--- src/rtl/microwave_pkg.sv ---
// Shared definitions for the microwave cook-time countdown.
package microwave_pkg;

    localparam int BCD_W = 4;

    typedef enum logic [1:0] {
        SETUP = 2'd0,
        COUNT = 2'd1,
        PAUSE = 2'd2,
        DONE  = 2'd3
    } state_t;

    // True for a keypad code that is a legal BCD digit (0-9).
    function automatic logic bcd_is_digit(input logic [BCD_W-1:0] d);
        return d <= 4'd9;
    endfunction

endpackage

--- src/rtl/sec_tick_gen.sv ---
// One-second prescaler: counts enabled cycles, pulses tick on the last one.
module sec_tick_gen #(
    parameter int TICKS_PER_SEC = 1000
) (
    input  logic clk,
    input  logic clear,
    input  logic en,
    input  logic zero,
    output logic tick
);

    localparam int PRE_W = $clog2(TICKS_PER_SEC);
    localparam logic [PRE_W-1:0] TERM = PRE_W'(TICKS_PER_SEC - 1);

    logic [PRE_W-1:0] cnt;

    // tick is only meaningful while enabled, so a held count never fires it.
    assign tick = en && (cnt == TERM);

    // Prescaler: sync zero wins, otherwise count enabled cycles and wrap at TERM.
    always_ff @(posedge clk or posedge clear) begin
        if (clear) begin
            cnt <= '0;
        end else if (zero) begin
            cnt <= '0;
        end else if (en) begin
            if (cnt == TERM) cnt <= '0;
            else             cnt <= cnt + PRE_W'(1);
        end
    end

endmodule

--- src/rtl/microwave_timer.sv ---
// Cook-time countdown: MM:SS entered as BCD digits, decremented once per
// second while the magnetron is on, timer_done raised at 00:00.
//
//   state | meaning
//   SETUP | keypad entry; mag_on starts counting (or finishes at 00:00)
//   COUNT | magnetron on, prescaler running, time decrementing
//   PAUSE | magnetron off mid-cook; prescaler and time held
//   DONE  | time reached 00:00, timer_done high
module microwave_timer
    import microwave_pkg::*;
#(
    parameter int TICKS_PER_SEC = 1000
) (
    input  logic             clk,
    input  logic             clear,
    input  logic             mag_on,
    input  logic [BCD_W-1:0] digit,
    input  logic             load_en,
    input  logic             clear_time,
    output logic             timer_done,
    output logic [BCD_W-1:0] min_tens,
    output logic [BCD_W-1:0] min_ones,
    output logic [BCD_W-1:0] sec_tens,
    output logic [BCD_W-1:0] sec_ones,
    output logic             time_zero
);

    state_t state, state_nxt;

    logic [BCD_W-1:0] mt_nxt, mo_nxt, st_nxt, so_nxt;
    logic [BCD_W-1:0] mt_dec, mo_dec, st_dec, so_dec;
    logic             dec_zero;
    logic             digit_ok;
    logic             tick;
    logic             pre_en;
    logic             pre_zero;

    assign digit_ok = bcd_is_digit(digit);
    assign pre_en   = mag_on && (state == COUNT);
    // Keep the prescaler at zero outside a cook so every COUNT entry starts fresh.
    assign pre_zero = clear_time || (state == SETUP) || (state == DONE);

    sec_tick_gen #(
        .TICKS_PER_SEC(TICKS_PER_SEC)
    ) u_tick (
        .clk  (clk),
        .clear(clear),
        .en   (pre_en),
        .zero (pre_zero),
        .tick (tick)
    );

    // State, time digits and timer_done register; timer_done follows the next state.
    always_ff @(posedge clk or posedge clear) begin
        if (clear) begin
            state      <= SETUP;
            min_tens   <= '0;
            min_ones   <= '0;
            sec_tens   <= '0;
            sec_ones   <= '0;
            timer_done <= 1'b0;
        end else begin
            state      <= state_nxt;
            min_tens   <= mt_nxt;
            min_ones   <= mo_nxt;
            sec_tens   <= st_nxt;
            sec_ones   <= so_nxt;
            timer_done <= (state_nxt == DONE);
        end
    end

    // BCD decrement with borrow; saturates at 00:00.
    always_comb begin
        mt_dec = min_tens;
        mo_dec = min_ones;
        st_dec = sec_tens;
        so_dec = sec_ones;
        if (sec_ones != 4'd0) begin
            so_dec = sec_ones - 4'd1;
        end else if (sec_tens != 4'd0) begin
            st_dec = sec_tens - 4'd1;
            so_dec = 4'd9;
        end else if ((min_ones != 4'd0) || (min_tens != 4'd0)) begin
            st_dec = 4'd5;
            so_dec = 4'd9;
            if (min_ones != 4'd0) begin
                mo_dec = min_ones - 4'd1;
            end else begin
                mo_dec = 4'd9;
                mt_dec = min_tens - 4'd1;
            end
        end
        dec_zero = (mt_dec == 4'd0) && (mo_dec == 4'd0) &&
                   (st_dec == 4'd0) && (so_dec == 4'd0);
    end

    // Next state and next time: clear_time > tick/decrement > load_en.
    always_comb begin
        state_nxt = state;
        mt_nxt    = min_tens;
        mo_nxt    = min_ones;
        st_nxt    = sec_tens;
        so_nxt    = sec_ones;
        if (clear_time) begin
            state_nxt = SETUP;
            mt_nxt    = '0;
            mo_nxt    = '0;
            st_nxt    = '0;
            so_nxt    = '0;
        end else begin
            case (state)
                SETUP: begin
                    // A load takes the cycle; mag_on is looked at again next cycle.
                    if (load_en && digit_ok) begin
                        mt_nxt = min_ones;
                        mo_nxt = sec_tens;
                        st_nxt = sec_ones;
                        so_nxt = digit;
                    end else if (mag_on) begin
                        state_nxt = time_zero ? DONE : COUNT;
                    end
                end
                COUNT: begin
                    if (tick) begin
                        mt_nxt = mt_dec;
                        mo_nxt = mo_dec;
                        st_nxt = st_dec;
                        so_nxt = so_dec;
                        if (dec_zero) state_nxt = DONE;
                    end else if (!mag_on) begin
                        state_nxt = PAUSE;
                    end
                end
                PAUSE: begin
                    if (mag_on) state_nxt = COUNT;
                end
                DONE: begin
                    // Time is already 00:00, so the new digit lands in sec_ones alone.
                    if (load_en && digit_ok) begin
                        state_nxt = SETUP;
                        mt_nxt    = '0;
                        mo_nxt    = '0;
                        st_nxt    = '0;
                        so_nxt    = digit;
                    end
                end
                default: state_nxt = SETUP;
            endcase
        end
    end

    // Display-side status: all four digits at zero.
    always_comb begin
        time_zero = (min_tens == 4'd0) && (min_ones == 4'd0) &&
                    (sec_tens == 4'd0) && (sec_ones == 4'd0);
    end

endmodule

--- config.mk ---
export PLATFORM = sky130hd
export DESIGN_NAME = microwave_timer
export DESIGN_NICKNAME = d
export VERILOG_FILES = /design/src/rtl/microwave_pkg.sv /design/src/rtl/sec_tick_gen.sv /design/src/rtl/microwave_timer.sv
export SDC_FILE = /design/constraint.sdc
export NUM_CORES = 1
export LEC_CHECK = 0
export CORE_MARGIN = 2
export CORE_UTILIZATION = 30
export CTS_CLUSTER_DIAMETER = 40
export DETAILED_ROUTE_END_ITERATION = 10
export GPL_TIMING_DRIVEN = 0
export HOLD_SLACK_MARGIN = 0.02
export PLACE_DENSITY = 0.55
export SLEW_MARGIN = 20
export SYNTH_ARGS = -nofsm -noshare
export SYNTH_HDL_FRONTEND = slang
export SYNTH_SLANG_ARGS = --single-unit
--- constraint.sdc ---
create_clock -name clk -period 2.7 [get_ports clk]
set_input_delay 0.405 -clock clk [delete_from_list [all_inputs] [get_ports clk]]
set_output_delay 0.405 -clock clk [all_outputs]
set_load 0.05 [all_outputs]
==> results of run 1 <==
==> report_power, final <==
part           switching [µW]  internal [µW]
sequential                173            535
clock                     176            178
combinational            1520            973
total                    1870           1690
==> state kept, by name, summed over array words and instances (netlist names) <==
name        count
u_tick.cnt     10
min_ones        4
min_tens        4
sec_ones        4
sec_tens        4
state           2
timer_done      1
==> through the flow <==
stage          hold WS, ps  total power [µW]  cells  TNS, ps
2_1_floorplan          483              2380    263        0
3_3_place_gp           532              3000    388    -1650
3_5_place_dp           535              2980    388    -1520
4_1_cts                550              3420    397        0
5_1_grt                581              3820    403    -7.77
6_report               530              3550    403        0
==> worst max path at each step <==
stage                startpoint           to
floorplan           sec_ones[0]     state[1]
global placement    sec_ones[0]    time_zero
detailed placement  sec_ones[0]    time_zero
CTS                    state[1]  min_tens[0]
global route        sec_ones[1]     state[1]
finish              sec_tens[0]    time_zero
==> cell usage after synthesis (4+ instances only) <==
| master | number | share of area, % |
|---|---|---|
| o21ai_0 | 9 | 2.0 |
| clkbuf_1 | 9 | 1.5 |
| nor3_1 | 11 | 2.5 |
| a21oi_1 | 21 | 4.8 |
| dfrtp_1 | 29 | 33 |
| nand4_1 | 7 | 2.0 |
| o21bai_1 | 4 | 1.4 |
| nand3_1 | 6 | 1.4 |
| ha_1 | 11 | 6.2 |
| mux2_2 | 4 | 2.0 |
| nor2_1 | 26 | 4.4 |
| nand2_1 | 29 | 4.9 |
| inv_1 | 15 | 2.6 |
| xor2_1 | 4 | 1.6 |
| o31ai_1 | 14 | 4.8 |
==> layout make-up <==
type | instances | area [µm²]
fill | 727 | 4410
multi-input combinational | 208 | 1410
sequential | 29 | 726
timing repair buffer | 33 | 314
tap | 99 | 124
clock buffer | 6 | 72.6
inverter | 15 | 56.3
buffer | 11 | 50.0
clock inverter | 2 | 10.0
==> routing by layer <==
metal	part of all wire (%)	track usage [%]
met1	45	20.8
met2	47	24.4
met3	4.8	3.56
met4	2.8	8.01
met5	0	0
==> critical path, delay by kind of cell, from the launching register on <==
| kind | cells | cell delay [ps] |
|---|---|---|
| simple gates | 2 | 670 |
| buf+inv | 2 | 510 |
| flops | 1 | 460 |
| fa+ha+maj | 1 | 230 |
==> cell families (layout without fill, tap and decap cells) <==
| group | Yosys count | after routing | synth area share (%) |
|---|---|---|---|
| flip-flops | 29 | 29 | 33.0 |
| adder cells (fa/ha/maj) | 11 | 11 | 6.25 |
| AND/OR/NAND/NOR | 110 | 110 | 27.6 |
| AO/OA/AOI/OAI | 73 | 73 | 22.2 |
| XOR/XNOR | 7 | 7 | 2.78 |
| multiplexers | 7 | 7 | 3.41 |
| buffers and inverters | 26 | 67 | 4.83 |
==> what timing repair did <==
item,CTS,global route
setup buffers,1,6
hold buffers,0,0
setup endpoints to repair,1,17
resized for setup,6,5
pin swaps,0,4
==> impl_metrics.tcl, run 1 <==
set metrics [dict create \
    clk_root_buffer_cell "clkbuf_8" \
    slew_viol_final 0 \
    drt-initial-drc-count 128 \
    post-place-ws_ps -327 \
    rr_endpoint "state[1]" \
    portBuffers 26 \
    clk_latency_ps 290 \
    synth_cell_types 53 \
    placed_area_um2 2590 \
    numCtsBuffers 5 \
    drt_pass1_iterations 4 \
    period_minus_slack_ps 2560 \
    viasPerCell 5.28 \
    place.detailed.hpwl_mm 4.22 \
    syn_to_final_growth_pct 25.5 \
    synth_area_per_cell_um2 8.37 \
    synth_edf_count 0 \
    crit_type "reg2out" \
    crit_fanout 7 \
    startpoint_type "flip-flop" \
    setup_ws_ps 141 \
    ir_drop_mv 0.985 \
    antenna_found_initial 0 \
    synth_area_um2 2200 \
    wl_per_cell_um 14.8 \
    cp_cell_sequence "inv_1 > ha_1 > nor3b_4 > and4_2 > clkdlybuf4s15_2" \
    drive_gt1_share_pct 12.8 \
    fmax_mhz 391 \
    min_path_type "in2async" \
    htree_levels 2 \
    final-hold-violation-count 0 \
    tightest_slew_ps 662 \
    cp-end-kind "output pin" \
    cts_tree "yes" \
    via_count 2127 \
    grt_max_degree 30 \
    core_area_um2 7180 \
    synth-seq-cells 29 \
    synth_ff_type "dfrtp_1" \
    grt_pass1_vias 2083 \
    relSlewSlack_pct 55.8 \
    mostFrequentLayoutCells "nand2_1, dfrtp_1, nor2_1" \
    clkSlewWorstSetupHoldPaths_ps 70 \
    finish.instance_area_um2 2760 \
    wl_mm 5.95 \
    antenna_cells 0 \
    period_share_pct 94.8 \
    gp_congestion 0.911 \
    grt_remaining_overflow 0 \
    cts_buffer_depth 2 \
    crit_slowest_cell "dfrtp_1" \
    cp.arrival_ps 2150 \
    grt_pass1_wl_mm 9.80 \
    power_density_nw_per_um2 1290 \
    nNetsFinal 323 \
    start_util_pct 30.7 \
    reg2regPathDepth 9 \
    num_io_pins 27 \
    yosys_warnings 0 \
    drv_cap 0 \
    detail-route-antenna-nets 0 \
    grtUsageTotal_pct 15.8 \
    synthArstFlopShare_pct 100 \
    die_h_um 89.7 \
    synthCells 263 \
    setup_viol 0 \
    dieArea_um2 8040 \
    clock_sinks 29 \
    critical_path.max_stage_delay_ps 460 \
    synth_nets 283 \
    die_w_um 89.7 \
    yosysSeqAreaShare_pct 33.0 \
    num_rows 31 \
    p_leak_uw 0.00108 \
    status "finished, final reports clean" \
    cp.required_ps 2300 \
    ff2ff_setup_slack_ps 190 \
    clock_skew_ps 8.78 \
    drc 0 \
    final_util_pct 38.5 \
    r2r_start "sec_ones[0]" \
]
Note: power is estimated with default switching activity, not from simulation.
==> inputs of run 2 (changes only) <==
--- a/config.mk
+++ b/config.mk
@@ -12,6 +12,7 @@
 export GPL_TIMING_DRIVEN = 0
 export HOLD_SLACK_MARGIN = 0.02
 export PLACE_DENSITY = 0.55
+export SKIP_LAST_GASP = 1
 export SLEW_MARGIN = 20
 export SYNTH_ARGS = -nofsm -noshare
 export SYNTH_HDL_FRONTEND = slang
==> impl_metrics.tcl, run 2 (synthesis gave the netlist of run 1 again) <==
set metrics [dict create \
    status "finished, final reports clean" \
    final-hold-violation-count 0 \
    cp-end-kind "output pin" \
    drc 0 \
    rsz0062_at_grt "true" \
    finalHoldWorstSlack_ps 523 \
    nNetsFinal 323 \
    grt_max_degree 30 \
    portBuffers 26 \
    antenna_cells 0 \
    num_io_pins 27 \
    num_rows 31 \
    die_h_um 89.7 \
    die_w_um 89.7 \
    mostFrequentLayoutCells "nand2_1, dfrtp_1, nor2_1" \
    grt_pass1_vias 2083 \
    drt_pass1_iterations 4 \
    clk_root_buffer_cell "clkbuf_8" \
    wl_mm 5.91 \
    place.detailed.hpwl_mm 4.22 \
    cts_tree "yes" \
    regMostFlops "u_tick.cnt" \
    period_share_pct 95.1 \
    via_count 2128 \
    slew_viol_final 0 \
    drt-initial-drc-count 116 \
    tightest_slew_ps 644 \
    power_density_nw_per_um2 1290 \
    startpoint_type "flip-flop" \
    cts_buffer_depth 2 \
    grt_pass1_wl_mm 9.80 \
    reg2regPathDepth 9 \
    drv_cap 0 \
    grtUsageTotal_pct 15.8 \
    start_util_pct 30.7 \
    numCtsBuffers 5 \
    dieArea_um2 8040 \
    detail-route-antenna-nets 0 \
    core_area_um2 7180 \
    syn_to_final_growth_pct 25.5 \
    htree_levels 2 \
    wl_per_cell_um 14.7 \
    ir_drop_mv 0.991 \
    period_minus_slack_ps 2570 \
    p_leak_uw 0.00108 \
    post-place-ws_ps -327 \
    relSlewSlack_pct 57.0 \
    setup_viol 0 \
    n_fill_cell 727 \
    gp_congestion 0.911 \
    crit_fanout 7 \
    cp.arrival_ps 2160 \
    grt_remaining_overflow 0 \
    cp.required_ps 2300 \
    largest_reg_flops 10 \
    drive_gt1_share_pct 12.5 \
    setup_ws_ps 133 \
    antenna_found_initial 0 \
    min_path_type "in2async" \
    clk_latency_ps 290 \
    fmax_mhz 390 \
    clkSlewWorstSetupHoldPaths_ps 70 \
    clock_skew_ps 9.54 \
    viasPerCell 5.28 \
    crit_type "reg2out" \
    clock_sinks 29 \
]
## run 2: cell type report
class                      instances  area (µm²)  share of cell area (%)
tap                               99         124                    4.48
sequential                        29         726                    26.3
timing repair buffer              33         314                    11.4
clock buffer                       6        72.6                    2.63
buffer                            11        50.0                    1.81
inverter                          15        56.3                    2.04
multi-input combinational        208        1410                    51.0
clock inverter                     2        10.0                   0.362
## run 2: path summary, 6_finish.rpt
kind                            slack, ps     startpoint       endpoint
worst max-delay path                  130    sec_tens[0]      time_zero
worst min-delay path                  520          clear    min_ones[3]
worst max register to register        160    sec_ones[0]       state[1]
worst min register to register        540  u_tick.cnt[9]  u_tick.cnt[9]
max in group asynchronous            1750          clear    sec_ones[3]
min in group clk                      540  u_tick.cnt[9]  u_tick.cnt[9]
## run 2: where the power goes
group	internal (µW)	switching (µW)
clock network	178	175
registers	535	172
logic	973	1520
## run 2: layer usage
layer	global-route usage, %	routed length (µm)	up-vias
li1	-	-	1047
met3	3.56	256	13
met1	20.8	2670	1017
met5	0	0	-
met2	24.4	2840	51
met4	8.01	145	0
## run 2: through the flow
step	cell area, µm²	TNS, ps	utilization (%)	total power [µW]	std cells
after floorplan	2200	0	-	2380	263
after global placement	2590	-1650	36.1	3000	388
after detailed placement	2590	-1520	36.1	2980	388
after CTS	2700	0	37.6	3420	397
after global routing	2760	-70.2	38.5	3820	403
final	2760	0	38.5	3550	403
## run 2: worst max-delay path: stages (launching register included)
cell and delay, ps:
dfrtp_1 460, inv_1 110, ha_1 230, nor3b_4 340, and4_2 340, clkdlybuf4s15_2 390
## run 2: what timing repair did
item	4_1_cts	5_1_grt
pin swaps	0	3
hold buffers	0	0
setup endpoints to repair	1	17
gates resized for setup	6	4
setup buffers	1	6
==> inputs of run 3 (changes only) <==
--- a/config.mk
+++ b/config.mk
@@ -9,9 +9,11 @@
 export CORE_UTILIZATION = 30
 export CTS_CLUSTER_DIAMETER = 40
 export DETAILED_ROUTE_END_ITERATION = 10
+export GPL_ROUTABILITY_DRIVEN = 0
 export GPL_TIMING_DRIVEN = 0
 export HOLD_SLACK_MARGIN = 0.02
 export PLACE_DENSITY = 0.55
+export RECOVER_POWER = 25
 export SKIP_LAST_GASP = 1
 export SLEW_MARGIN = 20
 export SYNTH_ARGS = -nofsm -noshare
==> impl_metrics.tcl, run 3 (synthesis gave the netlist of run 1 again) <==
set metrics [dict create \
    slew_viol_final 0 \
    mostFrequentLayoutCells "nand2_1, dfrtp_1, nor2_1" \
    grtUsageMet2_pct 24.4 \
    holdPathEnd "u_tick.cnt[9]" \
    nNetsFinal 323 \
    clock_skew_ps 9.54 \
    wl_per_cell_um 14.7 \
    cts_tree "yes" \
    drive_gt1_share_pct 12.2 \
    tightest_slew_ps 1170 \
    num_io_pins 27 \
    final_util_pct 38.5 \
    reg2regPathDepth 9 \
    crit_type "reg2out" \
    cts_buffer_depth 2 \
    drv_cap 0 \
    drt-initial-drc-count 116 \
    syn_to_final_growth_pct 25.5 \
    n_fill_cell 727 \
    ff2ff_setup_slack_ps 160 \
    cp.required_ps 2300 \
    final-hold-violation-count 0 \
    die_h_um 89.7 \
    setup_viol 0 \
    die_w_um 89.7 \
    cp.arrival_ps 2160 \
    r2r_start "sec_ones[0]" \
    place.detailed.hpwl_mm 4.22 \
    fmax_mhz 390 \
    rsz0062_at_grt "true" \
    viasPerCell 5.28 \
    numCtsBuffers 5 \
    setup_ws_ps 133 \
    num_rows 31 \
    clk_root_buffer_cell "clkbuf_8" \
    core_area_um2 7180 \
    clock_sinks 29 \
    power_density_nw_per_um2 1280 \
    detail-route-antenna-nets 0 \
    holdBufCountCts 0 \
    clk_latency_ps 290 \
    ir_drop_mv 0.991 \
    hold_start "u_tick.cnt[9]" \
    regMostFlops "u_tick.cnt" \
    period_minus_slack_ps 2570 \
    clkSlewWorstSetupHoldPaths_ps 70 \
    htree_levels 2 \
    relSlewSlack_pct 22.1 \
    antenna_found_initial 0 \
    power_uw 3550 \
    grt.busiest_layer "met2" \
    p_leak_uw 0.00108 \
    use_met1_pct 20.8 \
    period_share_pct 95.1 \
    portBuffers 26 \
    min_path_type "reg2reg" \
    whs_path_depth 2 \
    drc 0 \
    grt_pass1_vias 2083 \
    grt_use_met3_pct 3.56 \
    grt_pass1_wl_mm 9.80 \
    status "finished, final reports clean" \
    post-place-ws_ps -327 \
    grt_max_degree 30 \
    wl_mm 5.91 \
    drt_pass1_iterations 4 \
    start_util_pct 30.7 \
    crit_fanout 7 \
    dieArea_um2 8040 \
    startpoint_type "flip-flop" \
    via_count 2128 \
    largest_reg_flops 10 \
    rr_endpoint "state[1]" \
    grt_remaining_overflow 0 \
    cp-end-kind "output pin" \
    grtUsageTotal_pct 15.8 \
    antenna_cells 0 \
]
-- run 3: changes by cell type in the layout (fill, tap and decap cells not counted), sizes merged --
cell           change
dlygate4sd3        +1
clkdlybuf4s50      -1
-- run 3: report_power, final --
group          switching [µW]  total, µW  internal (µW)
Clock                     175        353            178
Sequential                172        707            535
Combinational            1520       2490            973
Total                    1860       3550           1690
-- run 3: repair_timing --
action | in CTS | in global routing
buffers inserted | 1 | 6
cloned | 0 | 0
gates resized for setup | 6 | 4
pin swaps | 0 | 3
endpoints found under the setup margin | 1 | 17
-- run 3: critical path, stage by stage, from the launching register on --
cell             delay [ps]
dfrtp_1                 460
inv_1                   110
ha_1                    230
nor3b_4                 340
and4_2                  340
clkdlybuf4s15_2         390
-- run 3: how the worst max path moves through the flow --
stage / startpoint / to / cells after the start
finish: sec_tens[0] / time_zero / 5
floorplan: sec_ones[0] / state[1] / 8
detailed placement: sec_ones[0] / time_zero / 5
global route: sec_ones[0] / state[1] / 9
CTS: state[1] / min_tens[0] / 8
global placement: sec_ones[0] / time_zero / 5
-- run 3: stage by stage --
stage	TNS, ps	hold slack (ps)	instance area [µm²]	std cells
after detailed placement	-1520	535	2590	388
after global placement	-1650	532	2590	388
after floorplan	0	483	2200	263
after CTS	0	550	2700	397
final	0	541	2760	403
after global routing	-70.2	581	2760	403
-- run 3: cell type report --
type | count | area (µm²) | share of cell area [%]
well taps | 99 | 124 | 4.48
clock inverters | 2 | 10.0 | 0.362
repair buffers | 33 | 314 | 11.4
inverters | 15 | 56.3 | 2.04
plain buffers | 11 | 50.0 | 1.81
multi-input cells | 208 | 1410 | 51.0
clock buffers | 6 | 72.6 | 2.63
flip-flops and latches | 29 | 726 | 26.3
-- run 3: layer usage --
layer | part of all wire (%) | up-vias
li1 | - | 1047
met1 | 45 | 1017
met2 | 48 | 51
met3 | 4.3 | 13
met4 | 2.5 | 0
met5 | 0 | -
